### config.mk
export PLATFORM = sky130hd
export DESIGN_NAME = pc_tx_framer
export DESIGN_NICKNAME = d
export VERILOG_FILES = /design/src/rtl/pc_tx_framer_pkg.sv /design/src/rtl/frame_checksum.sv /design/src/rtl/pc_tx_framer.sv
export SDC_FILE = /design/constraint.sdc
export NUM_CORES = 1
export LEC_CHECK = 0
export BUFFER_PORTS_ARGS = -buffer_cell sky130_fd_sc_hd__clkbuf_2
export CAP_MARGIN = 20
export CORE_UTILIZATION = 50
export DETAILED_ROUTE_END_ITERATION = 8
export PLACE_DENSITY = 0.74
export SYNTH_ARGS = -nofsm -noshare
export SYNTH_HDL_FRONTEND = slang
export SYNTH_SLANG_ARGS = --single-unit
### constraint.sdc
create_clock -name i_clock -period 3.5 [get_ports i_clock]
set_input_delay 0.35 -clock i_clock [delete_from_list [all_inputs] [get_ports i_clock]]
set_output_delay 0.35 -clock i_clock [all_outputs]
set_load 0.005 [all_outputs]
### src/rtl/pc_tx_framer_pkg.sv
// Shared definitions for the PC link TX framer: FSM states, header field
// positions and the default sync byte.
package pc_tx_framer_pkg;

  typedef enum logic [1:0] {
    ST_IDLE,
    ST_HEADER,
    ST_PAYLOAD,
    ST_TRAILER
  } framer_state_t;

  localparam int HDR_SYNC_LSB = 24;
  localparam int HDR_CMD_LSB  = 16;
  localparam int HDR_SEQ_LSB  = 8;
  localparam int HDR_LEN_LSB  = 0;

  localparam logic [7:0] DEFAULT_SYNC_BYTE = 8'hA5;

  function automatic logic [31:0] make_header(input logic [7:0] sync,
                                              input logic [7:0] cmd,
                                              input logic [7:0] seq,
                                              input logic [7:0] len);
    logic [31:0] h;
    h = '0;
    h[HDR_SYNC_LSB +: 8] = sync;
    h[HDR_CMD_LSB  +: 8] = cmd;
    h[HDR_SEQ_LSB  +: 8] = seq;
    h[HDR_LEN_LSB  +: 8] = len;
    return h;
  endfunction

endpackage

### src/rtl/frame_checksum.sv
// 32-bit modular running sum with clear/accumulate controls and a registered
// value; shared by the TX framer and the RX frame checker.
module frame_checksum (
  input  logic        i_clock,
  input  logic        i_reset,
  input  logic        clear,
  input  logic        accumulate,
  input  logic [31:0] data,
  output logic [31:0] value
);

  // NOTE: sequential state uses non-blocking (<=) so every register in the
  // design samples pre-edge values regardless of evaluation order.
  always_ff @(posedge i_clock) begin
    if (i_reset || clear) begin
      value <= '0;
    end else if (accumulate) begin
      value <= value + data;
    end
  end

endmodule

### src/rtl/pc_tx_framer.sv
// Frames header + payload + checksum trailer into PC_TX's word-write port.
// Define PC_TX_FRAMER_TIMEOUT_EN to abort stalled payloads with a corrupt trailer.
module pc_tx_framer
  import pc_tx_framer_pkg::*;
#(
  parameter int         MAX_PAYLOAD_WORDS = 16,
  parameter logic [7:0] SYNC_BYTE         = DEFAULT_SYNC_BYTE
`ifdef PC_TX_FRAMER_TIMEOUT_EN
  , parameter int       TIMEOUT_CYCLES    = 1024
`endif
) (
  input  logic        i_clock,
  input  logic        i_reset,
  input  logic        i_frame_start,
  input  logic [7:0]  i_frame_cmd,
  input  logic [7:0]  i_frame_len,
  output logic        o_frame_busy,
  input  logic [31:0] i_payload_data,
  input  logic        i_payload_valid,
  output logic        o_payload_ready,
  input  logic        i_dst_ready,
  output logic [31:0] o_fifo_write_word_data,
  output logic        o_fifo_write_word_cmd,
  output logic        o_frame_done,
  output logic        o_frame_error
);

  localparam logic [7:0] MAX_LEN = 8'(MAX_PAYLOAD_WORDS);

  framer_state_t state;
  logic [7:0]    cmd_q;
  logic [7:0]    len_q;
  logic [7:0]    remaining;
  logic [7:0]    seq;
  logic [31:0]   header_word;
  logic [31:0]   csum_value;
  logic [31:0]   csum_data;
  logic          len_ok;
  logic          accept;
  logic          xfer;
  logic          csum_add;
  logic          timed_out;
  logic          stall_expire;

  assign len_ok          = (i_frame_len != 8'd0) && (i_frame_len <= MAX_LEN);
  assign accept          = (state == ST_IDLE) && i_frame_start && len_ok;
  assign o_payload_ready = (state == ST_PAYLOAD) && i_dst_ready;
  assign xfer            = o_payload_ready && i_payload_valid;
  assign header_word     = make_header(SYNC_BYTE, cmd_q, seq, len_q);
  assign csum_add        = ((state == ST_HEADER) && i_dst_ready) || xfer;
  assign csum_data       = (state == ST_HEADER) ? header_word : i_payload_data;

  frame_checksum u_checksum (
    .i_clock    (i_clock),
    .i_reset    (i_reset),
    .clear      (accept),
    .accumulate (csum_add),
    .data       (csum_data),
    .value      (csum_value)
  );

`ifdef PC_TX_FRAMER_TIMEOUT_EN
  localparam int TW = $clog2(TIMEOUT_CYCLES + 1);
  logic [TW-1:0] stall_cnt;

  // Expires on the TIMEOUT_CYCLES-th consecutive PAYLOAD cycle without a transfer.
  assign stall_expire = (state == ST_PAYLOAD) && !xfer &&
                        (stall_cnt == TW'(TIMEOUT_CYCLES - 1));

  always_ff @(posedge i_clock) begin
    if (i_reset) begin
      stall_cnt <= '0;
      timed_out <= 1'b0;
    end else begin
      if (state != ST_PAYLOAD || xfer || stall_expire) begin
        stall_cnt <= '0;
      end else begin
        stall_cnt <= stall_cnt + 1'b1;
      end
      if (accept) begin
        timed_out <= 1'b0;
      end else if (stall_expire) begin
        timed_out <= 1'b1;
      end
    end
  end
`else
  assign stall_expire = 1'b0;
  assign timed_out    = 1'b0;
`endif

  always_ff @(posedge i_clock) begin
    if (i_reset) begin
      state                  <= ST_IDLE;
      cmd_q                  <= '0;
      len_q                  <= '0;
      remaining              <= '0;
      seq                    <= '0;
      o_frame_busy           <= 1'b0;
      o_fifo_write_word_data <= '0;
      o_fifo_write_word_cmd  <= 1'b0;
      o_frame_done           <= 1'b0;
      o_frame_error          <= 1'b0;
    end else begin
      o_fifo_write_word_cmd <= 1'b0;
      o_frame_done          <= 1'b0;
      o_frame_error         <= 1'b0;

      case (state)
        ST_IDLE: begin
          // Busy drops one cycle after the trailer strobe, unless a new frame starts.
          o_frame_busy <= accept;
          if (accept) begin
            cmd_q     <= i_frame_cmd;
            len_q     <= i_frame_len;
            remaining <= i_frame_len;
            state     <= ST_HEADER;
          end else if (i_frame_start) begin
            o_frame_error <= 1'b1;
          end
        end

        ST_HEADER: begin
          if (i_dst_ready) begin
            o_fifo_write_word_data <= header_word;
            o_fifo_write_word_cmd  <= 1'b1;
            state                  <= ST_PAYLOAD;
          end
        end

        ST_PAYLOAD: begin
          if (xfer) begin
            o_fifo_write_word_data <= i_payload_data;
            o_fifo_write_word_cmd  <= 1'b1;
            remaining              <= remaining - 8'd1;
            if (remaining == 8'd1) begin
              state <= ST_TRAILER;
            end
          end else if (stall_expire) begin
            state <= ST_TRAILER;
          end
        end

        ST_TRAILER: begin
          if (i_dst_ready) begin
            o_fifo_write_word_data <= timed_out ? ~csum_value : csum_value;
            o_fifo_write_word_cmd  <= 1'b1;
            o_frame_done           <= !timed_out;
            o_frame_error          <= timed_out;
            seq                    <= seq + 8'd1;
            state                  <= ST_IDLE;
          end
        end

        default: state <= ST_IDLE;
      endcase
    end
  end

endmodule

==> reports/metrics.csv <==
stage;metric;value;unit
worst_setup_path;cp.buffers_inverters;1;
logic_synthesis;synth_top_area_cell;dfxtp_1;
clocking;htreeDepth;3;
worst_setup_path;slowest_stage;or3_4;
worst_setup_path;critPathMaxStageDelay;0.42;ns
sta;fin_crit_sh;95.46;%
clocking;clock-root-buffer;clkbuf_16;
placement;gp_congestion;0.9989;
logic_synthesis;synth_async_sr_flop_share;0;%
flow_run;max_cap_violations;0;
clocking;cts_buffers;9;
worst_setup_path;critical_path.top_delay_family;compound AO/OA/AOI/OAI gates;
logic_synthesis;ys_ff_latch;102;
finish;final_nets;961;
die;num_io_pins;90;
sta;fin_skew;0.008598;ns
drt;drc;0;
die;initial_core_util;51.74;%
placement;portBuffers;89;
drt;viasPerCell;5.983;
clocking;cts-hold-fix-buffers;0;
grt;antenna_found_initial;0;
logic_synthesis;yosysSeqAreaShare;32.45;%
drt;vias;6204;
clocking;worstSkewPairLatency;0.36;ns
worst_setup_path;critical_path_required;3.74;ns
logic_synthesis;avgSynthCellArea;8.057;µm²
finish;final_area;0.007403;mm²
worst_setup_path;crit_path_end_kind;register;
worst_setup_path;crit_type;reg2reg;
drt;final_antenna_net_count;0;
power_and_ir_drop;p_leak;3.114;nW
sta;period_minus_slack;3.341;ns
drt;post_drt_wl_per_cell;17.23;µm
logic_synthesis;synth_cells;781;
grt;grt_max_degree;51;
finish;n_fill_cell;1100;
logic_synthesis;synth_edf_count;0;
drt;drt-pass1-iter-count;5;
logic_synthesis;synth_cell_type_count;60;
power_and_ir_drop;p_per_area;585.8;mW/mm²
sta;fin_ws;0.1587;ns
placement;hpwl;13230;µm
sta;rsz0062_at_grt;false;
clocking;cts_tree;yes;
logic_synthesis;synth_top_area_share;32.45;%
drt;first_iter_violations;376;
grt;grt_overflow_total;0;
placement;dpl_cell_area;0.007009;mm²
logic_synthesis;synth_ff_type;dfxtp_1;
finish;syn_to_final_growth;17.66;%
logic_synthesis;synth_area;0.006292;mm²
clocking;cts.sinks;102;
sta;final_max_slew_viol_count;0;
power_and_ir_drop;ir_drop;0.4025;mV
grt;grt_use_met2;44.53;%
die;die_area;0.01304;mm²
logic_synthesis;synthesis.nets;878;
sta;slew_headroom;42.89;%
clocking;clk_pin_slew;0.07;ns
die;die_width;114.2;µm
worst_setup_path;start_kind;register;
sta;tightest_slew;0.8535;ns
die;rows;40;
logic_synthesis;synth.area.top_cells;dfxtp_1 32%, ha_1 8.6%, nand2_1 6.3%, a21oi_1 6.0%, nor2_1 5.0%;
grt;use_met3;4.553;%
sta;hold_violations;0;
finish;diodes;0;
placement;pre_cts_ws;-0.1579;ns
drt;wirelength;17870;µm
grt;grt_pass1_vias;5869;
grt;grt_busiest_layer;met2;
die;die_h;114.2;µm
grt;met1_usage;36.31;%
grt;grt_first_pass_wirelength;28600;µm
clocking;cts.path.max_buffers;2;
worst_setup_path;path_max_fanout;5;
min_path;holdCritPathClass;in2reg;
grt;track_usage;27.82;%
worst_setup_path;crit_arrival;3.58;ns
status;outcome;finished clean;
worst_setup_path;worstPathCellList;inv_2 > ha_4 > mux2_2 > ha_1 > a211oi_2 > o21ai_2 > o21a_1 > or3_4 > a31o_4 > a21oi_2 > and3b_1 > o311ai_2 > a21oi_1;
logic_synthesis;ys_warn_count;0;
die;coreArea;0.01216;mm²
sta;fmax;0.2993;GHz
finish;layout-drive-gt1-share;21.40;%
sta;setup_viol;0;
## tightest hold or removal path: stages
cell and delay (ns):
clkbuf_2 0.08, mux2i_1 0.05, nor2_1 0.07
## cells in the final DEF (no fill, tap or decap), types with 25 or more instances in the layout
cell type / instances
nand2_1: 105
dfxtp_1: 101
clkbuf_2: 89
a22oi_1: 28
o21ai_0: 29
nor2_1: 82
a311oi_1: 25
ha_1: 38
buf_4: 32
a21oi_1: 74
## registers in the layout, summed over array words and instances (netlist names)
| name | count |
|---|---|
| len_q | 8 |
| o_fifo_write_word_cmd | 1 |
| o_frame_done | 1 |
| o_frame_busy | 1 |
| cmd_q | 8 |
| seq | 8 |
| remaining | 8 |
| u_checksum.value | 32 |
| o_fifo_write_word_data | 32 |
| o_frame_error | 1 |
| state | 2 |
## area by class of cell
class,instances,area (µm²),share of cell area [%]
multi-input cells,612,4071,54.99
flip-flops and latches,102,2043,27.60
repair buffers,122,705.7,9.532
clock buffers,11,252.7,3.414
well taps,168,210.2,2.839
inverters,17,63.81,0.8619
clock inverters,5,56.30,0.7605
## synthesized netlist by cell type, drive strengths merged (8+ instances only)
cell    number
a211oi      14
a21o        18
a21oi       77
a22oi       28
a311oi      25
and2         8
buf         10
clkbuf      40
dfxtp      102
ha          43
inv         17
mux2        24
mux2i       15
nand2      105
nand3       13
nand4        8
nor2        83
nor2b        9
nor3        11
o21ai       30
xnor2       19
xor2        12
## power by group
group / switching, mW / internal (mW)
Combinational: 1.02 / 0.767
Sequential: 0.133 / 1.35
Clock: 0.470 / 0.594
Total: 1.62 / 2.71
## through the flow
stage	power, mW	instances	setup TNS, ns	hold WS [ns]	util (%)
floorplan	2.664	781	0	0.4468	-
global placement	3.164	1020	0	0.4602	57.63
detailed placement	3.224	1020	-0.2966	0.4650	57.63
CTS	4.311	1036	0	0.2243	60.54
global route	4.588	1037	0	0.2486	60.87
finish	4.337	1037	0	0.2260	60.87
## cells by family (layout without fill, tap and decap cells)
kind of cell	count (synthesis)	count (layout)	synth area share, %
and+or+nand+nor	265	265	18.61
AOI/OAI and AO/OA	233	233	24.86
DFF	102	102	32.45
buffers and inverters	67	155	4.215
adders and majority gates	44	44	8.869
muxes	39	39	6.681
xor gates and xnor gates	31	31	4.315
## per-layer routing
metal  routed length (µm)  share of wire [%]
met5                    0                  0
met1                 8119                 45
met3                 1138                6.4
met2                 8064                 45
met4                  549                3.1
## worst paths after layout
check	start	to	slack, ns	cells after the start
max	state[1]$_SDFFE_PP0P_	u_checksum.value[25]$_SDFFE_PP0P_	0.16	13
min	i_frame_cmd[1]	cmd_q[1]$_SDFFE_PP0P_	0.23	3
max reg2reg	state[1]$_SDFFE_PP0P_	u_checksum.value[25]$_SDFFE_PP0P_	0.16	13
min reg2reg	o_frame_busy$_SDFFE_PP0N_	o_frame_busy$_SDFFE_PP0N_	0.47	2
## timing repair
item | CTS | global route
pin swaps | 0 | 2
setup buffers | 0 | 1
endpoints found under the setup margin | 4 | 8
gates resized for setup | 10 | 6
Note: power is estimated with default switching activity, not from simulation.
